## src/rtl/maxpool_pkg.sv

```systemverilog
// Shared constants, word type and lane helpers for the AXI-Stream max-pool window.
// Default geometry lives here; the top-level parameters default to these values.
package maxpool_pkg;

    localparam int DEF_UNITS      = 8;
    localparam int DEF_GROUPS     = 2;
    localparam int DEF_COPIES     = 2;
    localparam int DEF_WORD_WIDTH = 8;
    localparam int DEF_KW_MAX     = 4;

    function automatic int lanes_of(input int groups, input int units, input int copies);
        return groups * units * copies;
    endfunction

    function automatic int idx_w_of(input int kw_max);
        return (kw_max > 1) ? $clog2(kw_max) : 1;
    endfunction

    localparam int LANES = lanes_of(DEF_GROUPS, DEF_UNITS, DEF_COPIES);
    localparam int IDX_W = idx_w_of(DEF_KW_MAX);
    localparam int CNT_W = $clog2(DEF_KW_MAX + 1);

    typedef logic signed [DEF_WORD_WIDTH-1:0] word_t;

    localparam word_t WORD_MIN = {1'b1, {(DEF_WORD_WIDTH-1){1'b0}}};

    function automatic word_t lane_max(input word_t a, input word_t b);
        return (b > a) ? b : a;
    endfunction

endpackage

```

## src/rtl/axis_skid_buffer.sv

```systemverilog
// Two-entry skid buffer: registered output stage plus one overflow slot.
// Input ready is a flop (empty overflow slot), so downstream ready never reaches it combinationally.
module axis_skid_buffer #(
    parameter int DW = 8
) (
    input  logic          i_clk,
    input  logic          i_rst,
    input  logic          i_valid,
    output logic          o_ready,
    input  logic [DW-1:0] i_data,
    output logic          o_valid,
    input  logic          i_ready,
    output logic [DW-1:0] o_data
);

    logic          r_out_v;
    logic          r_skid_v;
    logic [DW-1:0] r_out_d;
    logic [DW-1:0] r_skid_d;
    logic          w_push;
    logic          w_out_free;

    assign w_push     = i_valid && !r_skid_v;
    assign w_out_free = !r_out_v || i_ready;

    always_ff @(posedge i_clk or posedge i_rst) begin
        if (i_rst) begin
            r_out_v  <= 1'b0;
            r_skid_v <= 1'b0;
            r_out_d  <= '0;
            r_skid_d <= '0;
        end else if (w_out_free) begin
            if (r_skid_v) begin
                r_out_d  <= r_skid_d;
                r_out_v  <= 1'b1;
                r_skid_v <= 1'b0;
            end else begin
                r_out_v <= w_push;
                if (w_push) r_out_d <= i_data;
            end
        end else if (w_push) begin
            // Output is stalled: park the new beat in the overflow slot.
            r_skid_d <= i_data;
            r_skid_v <= 1'b1;
        end
    end

    assign o_ready = !r_skid_v;
    assign o_valid = r_out_v;
    assign o_data  = r_out_d;

endmodule

```

## src/rtl/axis_maxpool_window.sv

```systemverilog
// Per-lane signed max over a run-time window of KW input beats, closed early by tlast.
// Optional MAXPOOL_ARGMAX_EN adds m_axis_tuser with the per-lane beat index of the max.
module axis_maxpool_window
    import maxpool_pkg::*;
#(
    parameter int UNITS      = DEF_UNITS,
    parameter int GROUPS     = DEF_GROUPS,
    parameter int COPIES     = DEF_COPIES,
    parameter int WORD_WIDTH = DEF_WORD_WIDTH,
    parameter int KW_MAX     = DEF_KW_MAX
) (
    input  logic                                                  aclk,
    input  logic                                                  areset,
    input  logic [$clog2(KW_MAX+1)-1:0]                           cfg_kw,
    input  logic                                                  s_axis_tvalid,
    output logic                                                  s_axis_tready,
    input  logic [lanes_of(GROUPS,UNITS,COPIES)*WORD_WIDTH-1:0]   s_axis_tdata,
    input  logic [lanes_of(GROUPS,UNITS,COPIES)-1:0]              s_axis_tkeep,
    input  logic                                                  s_axis_tlast,
    output logic                                                  m_axis_tvalid,
    input  logic                                                  m_axis_tready,
    output logic [lanes_of(GROUPS,UNITS,COPIES)*WORD_WIDTH-1:0]   m_axis_tdata,
    output logic [lanes_of(GROUPS,UNITS,COPIES)-1:0]              m_axis_tkeep,
`ifdef MAXPOOL_ARGMAX_EN
    output logic [lanes_of(GROUPS,UNITS,COPIES)*idx_w_of(KW_MAX)-1:0] m_axis_tuser,
`endif
    output logic                                                  m_axis_tlast
);

    localparam int NL = lanes_of(GROUPS, UNITS, COPIES);
    localparam int CW = $clog2(KW_MAX + 1);
    localparam int DWIDTH = NL * WORD_WIDTH;
`ifdef MAXPOOL_ARGMAX_EN
    localparam int IW = idx_w_of(KW_MAX);
    localparam int SW = NL * IW + DWIDTH + NL + 1;
`else
    localparam int SW = DWIDTH + NL + 1;
`endif

    logic [CW-1:0]                r_cnt;
    logic [CW-1:0]                r_kw;
    logic signed [WORD_WIDTH-1:0] r_acc [NL];
    logic [NL-1:0]                r_keep;
    logic [CW-1:0]                w_kw_cfg;
    logic [CW-1:0]                w_kw_now;
    logic                         w_start;
    logic                         w_accept;
    logic                         w_close;
    logic                         w_in_ready;
    logic signed [WORD_WIDTH-1:0] w_din;
    logic signed [WORD_WIDTH-1:0] w_acc_nxt [NL];
    logic [NL-1:0]                w_keep_nxt;
    logic [DWIDTH-1:0]            w_data_out;
    logic [SW-1:0]                w_skid_in;
    logic [SW-1:0]                w_skid_out;
`ifdef MAXPOOL_ARGMAX_EN
    logic [IW-1:0]                r_idx [NL];
    logic [IW-1:0]                w_idx_nxt [NL];
    logic [NL*IW-1:0]             w_user_out;
`endif

    always_comb begin
        w_kw_cfg = cfg_kw;
        if (cfg_kw == '0)
            w_kw_cfg = CW'(1);
        else if (cfg_kw > CW'(KW_MAX))
            w_kw_cfg = CW'(KW_MAX);
    end

    assign w_start  = (r_cnt == '0);
    assign w_kw_now = w_start ? w_kw_cfg : r_kw;
    assign w_accept = s_axis_tvalid && w_in_ready;
    assign w_close  = w_accept && (((r_cnt + CW'(1)) == w_kw_now) || s_axis_tlast);

    always_comb begin
        w_din      = '0;
        w_keep_nxt = '0;
        w_data_out = '0;
`ifdef MAXPOOL_ARGMAX_EN
        w_user_out = '0;
`endif
        for (int i = 0; i < NL; i++) begin
            w_din = s_axis_tdata[i*WORD_WIDTH +: WORD_WIDTH];
            w_acc_nxt[i] = '0;
`ifdef MAXPOOL_ARGMAX_EN
            w_idx_nxt[i] = '0;
`endif
            if (w_start) begin
                w_acc_nxt[i]  = s_axis_tkeep[i] ? w_din : WORD_MIN;
                w_keep_nxt[i] = s_axis_tkeep[i];
            end else begin
                w_acc_nxt[i]  = s_axis_tkeep[i] ? lane_max(r_acc[i], w_din) : r_acc[i];
                w_keep_nxt[i] = r_keep[i] | s_axis_tkeep[i];
`ifdef MAXPOOL_ARGMAX_EN
                // Strict greater-than keeps the earliest index on ties.
                w_idx_nxt[i] = r_idx[i];
                if (s_axis_tkeep[i] && (!r_keep[i] || w_din > r_acc[i]))
                    w_idx_nxt[i] = IW'(r_cnt);
`endif
            end
            w_data_out[i*WORD_WIDTH +: WORD_WIDTH] = w_keep_nxt[i] ? w_acc_nxt[i] : '0;
`ifdef MAXPOOL_ARGMAX_EN
            w_user_out[i*IW +: IW] = w_keep_nxt[i] ? w_idx_nxt[i] : '0;
`endif
        end
    end

    always_ff @(posedge aclk or posedge areset) begin
        if (areset) begin
            r_cnt  <= '0;
            r_kw   <= CW'(1);
            r_acc  <= '{default: '0};
            r_keep <= '0;
`ifdef MAXPOOL_ARGMAX_EN
            r_idx  <= '{default: '0};
`endif
        end else if (w_accept) begin
            r_acc  <= w_acc_nxt;
            r_keep <= w_keep_nxt;
`ifdef MAXPOOL_ARGMAX_EN
            r_idx  <= w_idx_nxt;
`endif
            if (w_start) r_kw <= w_kw_cfg;
            r_cnt <= w_close ? '0 : r_cnt + CW'(1);
        end
    end

`ifdef MAXPOOL_ARGMAX_EN
    assign w_skid_in = {w_user_out, w_data_out, w_keep_nxt, s_axis_tlast};
    assign m_axis_tuser = w_skid_out[SW-1 -: NL*IW];
`else
    assign w_skid_in = {w_data_out, w_keep_nxt, s_axis_tlast};
`endif

    axis_skid_buffer #(.DW(SW)) u_skid (
        .i_clk   (aclk),
        .i_rst   (areset),
        .i_valid (w_close),
        .o_ready (w_in_ready),
        .i_data  (w_skid_in),
        .o_valid (m_axis_tvalid),
        .i_ready (m_axis_tready),
        .o_data  (w_skid_out)
    );

    assign s_axis_tready = w_in_ready;
    assign m_axis_tdata  = w_skid_out[NL+1 +: DWIDTH];
    assign m_axis_tkeep  = w_skid_out[1 +: NL];
    assign m_axis_tlast  = w_skid_out[0];

endmodule

```

## config.mk

```make
export PLATFORM = sky130hd
export DESIGN_NAME = axis_maxpool_window
export DESIGN_NICKNAME = d
export VERILOG_FILES = /design/src/rtl/maxpool_pkg.sv /design/src/rtl/axis_skid_buffer.sv /design/src/rtl/axis_maxpool_window.sv
export SDC_FILE = /design/constraint.sdc
export NUM_CORES = 2
export LEC_CHECK = 0
export CAP_MARGIN = 20
export CORE_ASPECT_RATIO = 1.75
export CORE_MARGIN = 1
export CORE_UTILIZATION = 35
export DETAILED_ROUTE_END_ITERATION = 8
export GPL_TIMING_DRIVEN = 0
export PLACE_DENSITY = 0.62
export SETUP_SLACK_MARGIN = 0.4
export SLEW_MARGIN = 20
export SYNTH_ARGS = -nofsm -noshare
export SYNTH_HDL_FRONTEND = slang
export SYNTH_SLANG_ARGS = --single-unit
```

## constraint.sdc

```tcl
create_clock -name aclk -period 40.8 [get_ports aclk]
set_input_delay 8.16 -clock aclk [delete_from_list [all_inputs] [get_ports aclk]]
set_output_delay 8.16 -clock aclk [all_outputs]
set_load 0.01 [all_outputs]
```

# Word level (Yosys, flattened, before mapping)
# Cells that the tools add are included.
# op_classes
addsub,1
n_lt_le_gt_ge,33
eq_ne,1
mux,201
bitwise_logic,33
n_reduce_logical,13
# ops
operator,count
$mux W8,160
$mux W289,2
$gt A8 B8 Y1,32
$mux W1,35
$or A1 B1 Y1,32
$mux W3,4
$logic_not A3 Y1,2
$reduce_and A2 Y1,2
$reduce_bool A2 Y1,2
$add A3 B1 Y3 const B,1
$eq A3 B3 Y1,1
$gt A3 B3 Y1 const B,1
$logic_and A1 B1 Y1,3
$logic_not A1 Y1,2
$logic_or A1 B1 Y1,2
$not A1 Y1,1
# word_totals
reg_bits,874
output_inout_bits,291
word_cells,321

# Longest topological paths before layout
# logic_depth
word_depth,10
depth_mapped,12
depth_no_buf,8

# Hierarchy
# A second synthesis with hierarchy kept.
# unflattened
cells_unflattened,4733
hier_area_um2,52444.0
# modules_own_cells
mod,n_inst,cells_each,area_per_inst_um2,seq_area_each_um2
axis_maxpool_window,1,3181,26561.7,7358.3
axis_skid_buffer,1,1552,25882.3,14513.9

# Worst setup path after synthesis
# OpenSTA, ideal clock, no wires.
# synth_path
kind,input to register
from,input s_axis_tdata[247]
to,"register u_skid.r_out_d[274], in the netlist u_skid.o_data[274]"
arrival_ps,10031
t_required_ps,40673
setup_slack_ps,30642
cell_stages,8
cell_sequence,ha_1 and4_1 o2111ai_1 and4_1 o21ai_1 clkbuf_1 mux2i_1 o21ai_1
# synth_via
elab_chain_cells,7
# synth_rtl
element,line_no,text
start: declaration,axis_maxpool_window.sv:17,"input logic [lanes_of(GROUPS,UNITS,COPIES)*WORD_WIDTH-1:0] s_axis_tdata,"
$gt A8 B8 Y1,maxpool_pkg.sv:28,return (b > a) ? b : a;
$mux W8,maxpool_pkg.sv:28,
$mux W8,axis_maxpool_window.sv:92,"w_acc_nxt[i] = s_axis_tkeep[i] ? lane_max(r_acc[i], w_din) : r_acc[i];"
$mux W8,axis_maxpool_window.sv:88,if (w_start) begin
$mux W8,axis_maxpool_window.sv:101,w_data_out[i*WORD_WIDTH +: WORD_WIDTH] = w_keep_nxt[i] ? w_acc_nxt[i] : '0;
$mux W289,axis_skid_buffer.sv:39,if (w_push) r_out_d <= i_data;
$mux W289,axis_skid_buffer.sv:33,if (r_skid_v) begin
end signal: assignment,axis_skid_buffer.sv:34,r_out_d <= r_skid_d;
end signal: assignment,axis_skid_buffer.sv:39,
end: declaration,axis_skid_buffer.sv:18,logic [DW-1:0] r_out_d;
# Every way passes these cells. The select of a mux whose other input is x is not followed.
# A chain may end at the register's enable or synchronous reset.

# Worst setup path in the final report
# layout_path
from,input s_axis_tvalid
to,register r_acc[15] in the netlist's numbering
# layout_via
elab_chain_cells,1
# layout_rtl
element,line_no,text
start: declaration,axis_maxpool_window.sv:15,"input logic s_axis_tvalid,"
$logic_and A1 B1 Y1,axis_maxpool_window.sv:72,assign w_accept = s_axis_tvalid && w_in_ready;
end signal: assignment,axis_maxpool_window.sv:118,r_acc <= w_acc_nxt;
end: declaration,axis_maxpool_window.sv:42,logic signed [WORD_WIDTH-1:0] r_acc [NL];
# Every way passes these cells.

==> results.cfg <==
[run_status]
status = finished clean

[floorplan]
core_area_um2 = 130000
die_y_um = 482
io_pins = 587
start_util_pct = 35.4
die-area_um2 = 133000
num_rows = 175
fp.dieW_um = 276

[detailed_routing]
ant_nets = 0
drc = 0
drt_wl_total_um = 182000
first_pass_iters = 5
viasPerCell = 5.82
drtIter0Drc = 2987
wire_per_inst_um = 26.3
vias = 40300

[power]
p_leak_nw = 25.7
power_mw = 4.59
powerDensity_nw_per_um2 = 79.4
peakVddDrop_v = 0.0000466

[layout]
fin_area_um2 = 57800
layout-drive-gt1-share_pct = 7.57
final_cells = 6934
syn2layout_area_growth_pct = 25.3
nNetsFinal = 5718
fillers = 12400

[global_route]
grt_usage_pct = 26.9
grt_overflow_total = 0
grt_antenna_before_repair = 52
grt_max_degree = 104
grt_pass1_vias = 41300
grt_pass1_wl_um = 269000

[clocking]
cts_tree = yes
cts_buffer_depth = 3
numCtsBuffers = 91
path_clk_slew_ns = 0.06
cts-hold-fix-buffers = 0
htreeDepth = 3
root_buffer = clkbuf_16
post_cts_buffers = 0
clock-sinks = 874
clock_latency_ns = 0.72
cts_resized = 0

[critical_path]
r2r-end = r_acc[135]
arrival_ns = 11.88
critPathLaunch = s_axis_tvalid
start_kind = input port
crit_path_end_kind = flip-flop
reg2regPathDepth = 10
path_class = in -> reg
crit_required_ns = 41.42
r2r_setup_slack_ns = 36.48
regToRegStartpoint = r_cnt[0]
cp_max_fo = 10

[logic_synthesis]
syn-num-nets = 5028
synthesis.area_um2 = 46100
synth-seq-cells = 874
synthArstFlopShare_pct = 100
postSynthAreaPerCell_um2 = 10.3
synth_edf_count = 0
ys_warn_count = 0
synth_ff_type = dfrtp_1
synth_cells = 4474
synthDistinctLibCells = 73
ys_seq_area_share_pct = 47.4

[placement]
dp_cells = 6752
portBuffers = 586
gp_routability_congestion = 0.936
dpl_cell_area_um2 = 54400
pre_cts_ws_ns = 28.83
hpwl_um = 138000

[hold_path]
min_path_type = reg -> reg
min_delay_worst_endpoint = r_keep[8]
hp-start = r_keep[8]
min_path_cells = 2

[sta]
setup_ws_ns = 29.54
rsz0062_at_grt = false
drv_slew = 0
tightest_slew_ns = 1.30
fmax_mhz = 88.8
finClkSkew_ns = 0.0330
setup_viol = 0
relSlewSlack_pct = 13.5
post-route-period-util_pct = 27.6
finalSetupTns_ns = 0
final.min_clock_period_ns = 11.26
hold_viol_final = 0

[job]
drv_cap = 0
## cell usage in the layout, fill, tap and decap left out, drive strengths merged, types with 150 or more instances in the layout
cell | netlist | final
a21oi | 205 | 205
a22o | 262 | 262
clkbuf | 163 | 274
clkdlybuf4s50 | 0 | 586
dfrtp | 873 | 873
ha | 258 | 258
inv | 331 | 338
mux2i | 192 | 192
nand2 | 282 | 282
nor2 | 204 | 204
o21ai | 274 | 274
o2bb2ai | 150 | 150
## stage by stage
stage / hold WS, ns / util, %
global route: 0.488 / 44.3
finish: 0.476 / 44.3
CTS: 0.479 / 44.3
global placement: 0.459 / 41.5
detailed placement: 0.463 / 41.7
floorplan: 0.447 / -
## cells by family after synthesis
family / count (synthesis) / share of synthesized area (%)
xor gates and xnor gates: 5 / 0.111
muxes: 213 / 4.71
and+or+nand+nor: 833 / 8.86
buffers and inverters: 614 / 5.32
DFF: 874 / 47.4
adders and majority gates: 258 / 7.00
AOI/OAI and AO/OA: 1677 / 26.6
## registers in the layout, indices dropped and copies added (netlist names)
register,count
u_skid.o_data,289
u_skid.r_skid_d,289
r_acc,256
r_keep,32
r_cnt,3
r_kw,3
u_skid.o_valid,1
u_skid.r_skid_v,1
## metal layers
metal  global-route usage, %  part of all wire (%)  up-vias
met5                       0                  0.25        -
met1                    31.5                    39    20200
met4                    12.7                   4.6       72
met2                    45.4                    48     1354
li1                        -                     -    18300
met3                    7.69                   8.2      398
## synth_stat cells, types with 28 or more instances
master	number	area, um^2
buf_2	93	465
nand4_1	58	363
nand2_1	281	1050
dfrtp_1	873	21800
clkbuf_1	163	612
a22o_1	262	2290
inv_1	330	1240
nor2_1	204	766
o221ai_1	29	254
o211ai_1	30	225
a32o_1	53	531
a22oi_1	100	751
o2bb2ai_1	150	1310
mux2i_1	191	1910
o221a_2	28	315
o21ai_1	175	876
o31ai_1	105	788
o21ai_0	99	495
o22ai_1	106	663
a211oi_1	83	623
a21o_1	75	563
ha_1	258	3230
nor2b_1	30	188
nand3_1	91	455
a221oi_1	45	394
a21oi_1	205	1030
## power by group
group	switching [mW]	total [mW]	internal (mW)
combinational	1.27	2.16	0.890
clock	0.395	0.950	0.555
sequential	0.240	1.47	1.23
## worst max-delay path by stage
stage	cells after the start	slack [ns]	to
global route	7	29.52	r_acc[23]
floorplan	1	8.08	r_acc[0]
CTS	7	29.58	r_acc[23]
detailed placement	7	28.83	r_acc[15]
finish	7	29.54	r_acc[15]
global placement	2	-3.67	u_skid.o_data[219]
## area by class of cell
cell class                      count  area [um^2]  share of cell area (%)
Clock inverter                     59          816                    1.41
Antenna cell                       12         30.0                  0.0520
Tap cell                         1681         2100                    3.64
Clock buffer                      111         2540                    4.39
Multi-Input combinational cell   2986        21800                    37.7
Buffer                            283         1230                    2.14
Sequential cell                   874        21900                    37.9
Timing Repair Buffer              597         6140                    10.6
Inverter                          331         1250                    2.16
## critical path, cell delays in order
cell and delay, ns:
clkdlybuf4s50_1 0.51, nand2_1 0.54, clkbuf_2 0.61, clkbuf_1 0.85
buf_1 0.96, nand2_1 0.11, o21ai_0 0.11
(Power assumes the default switching activity.)
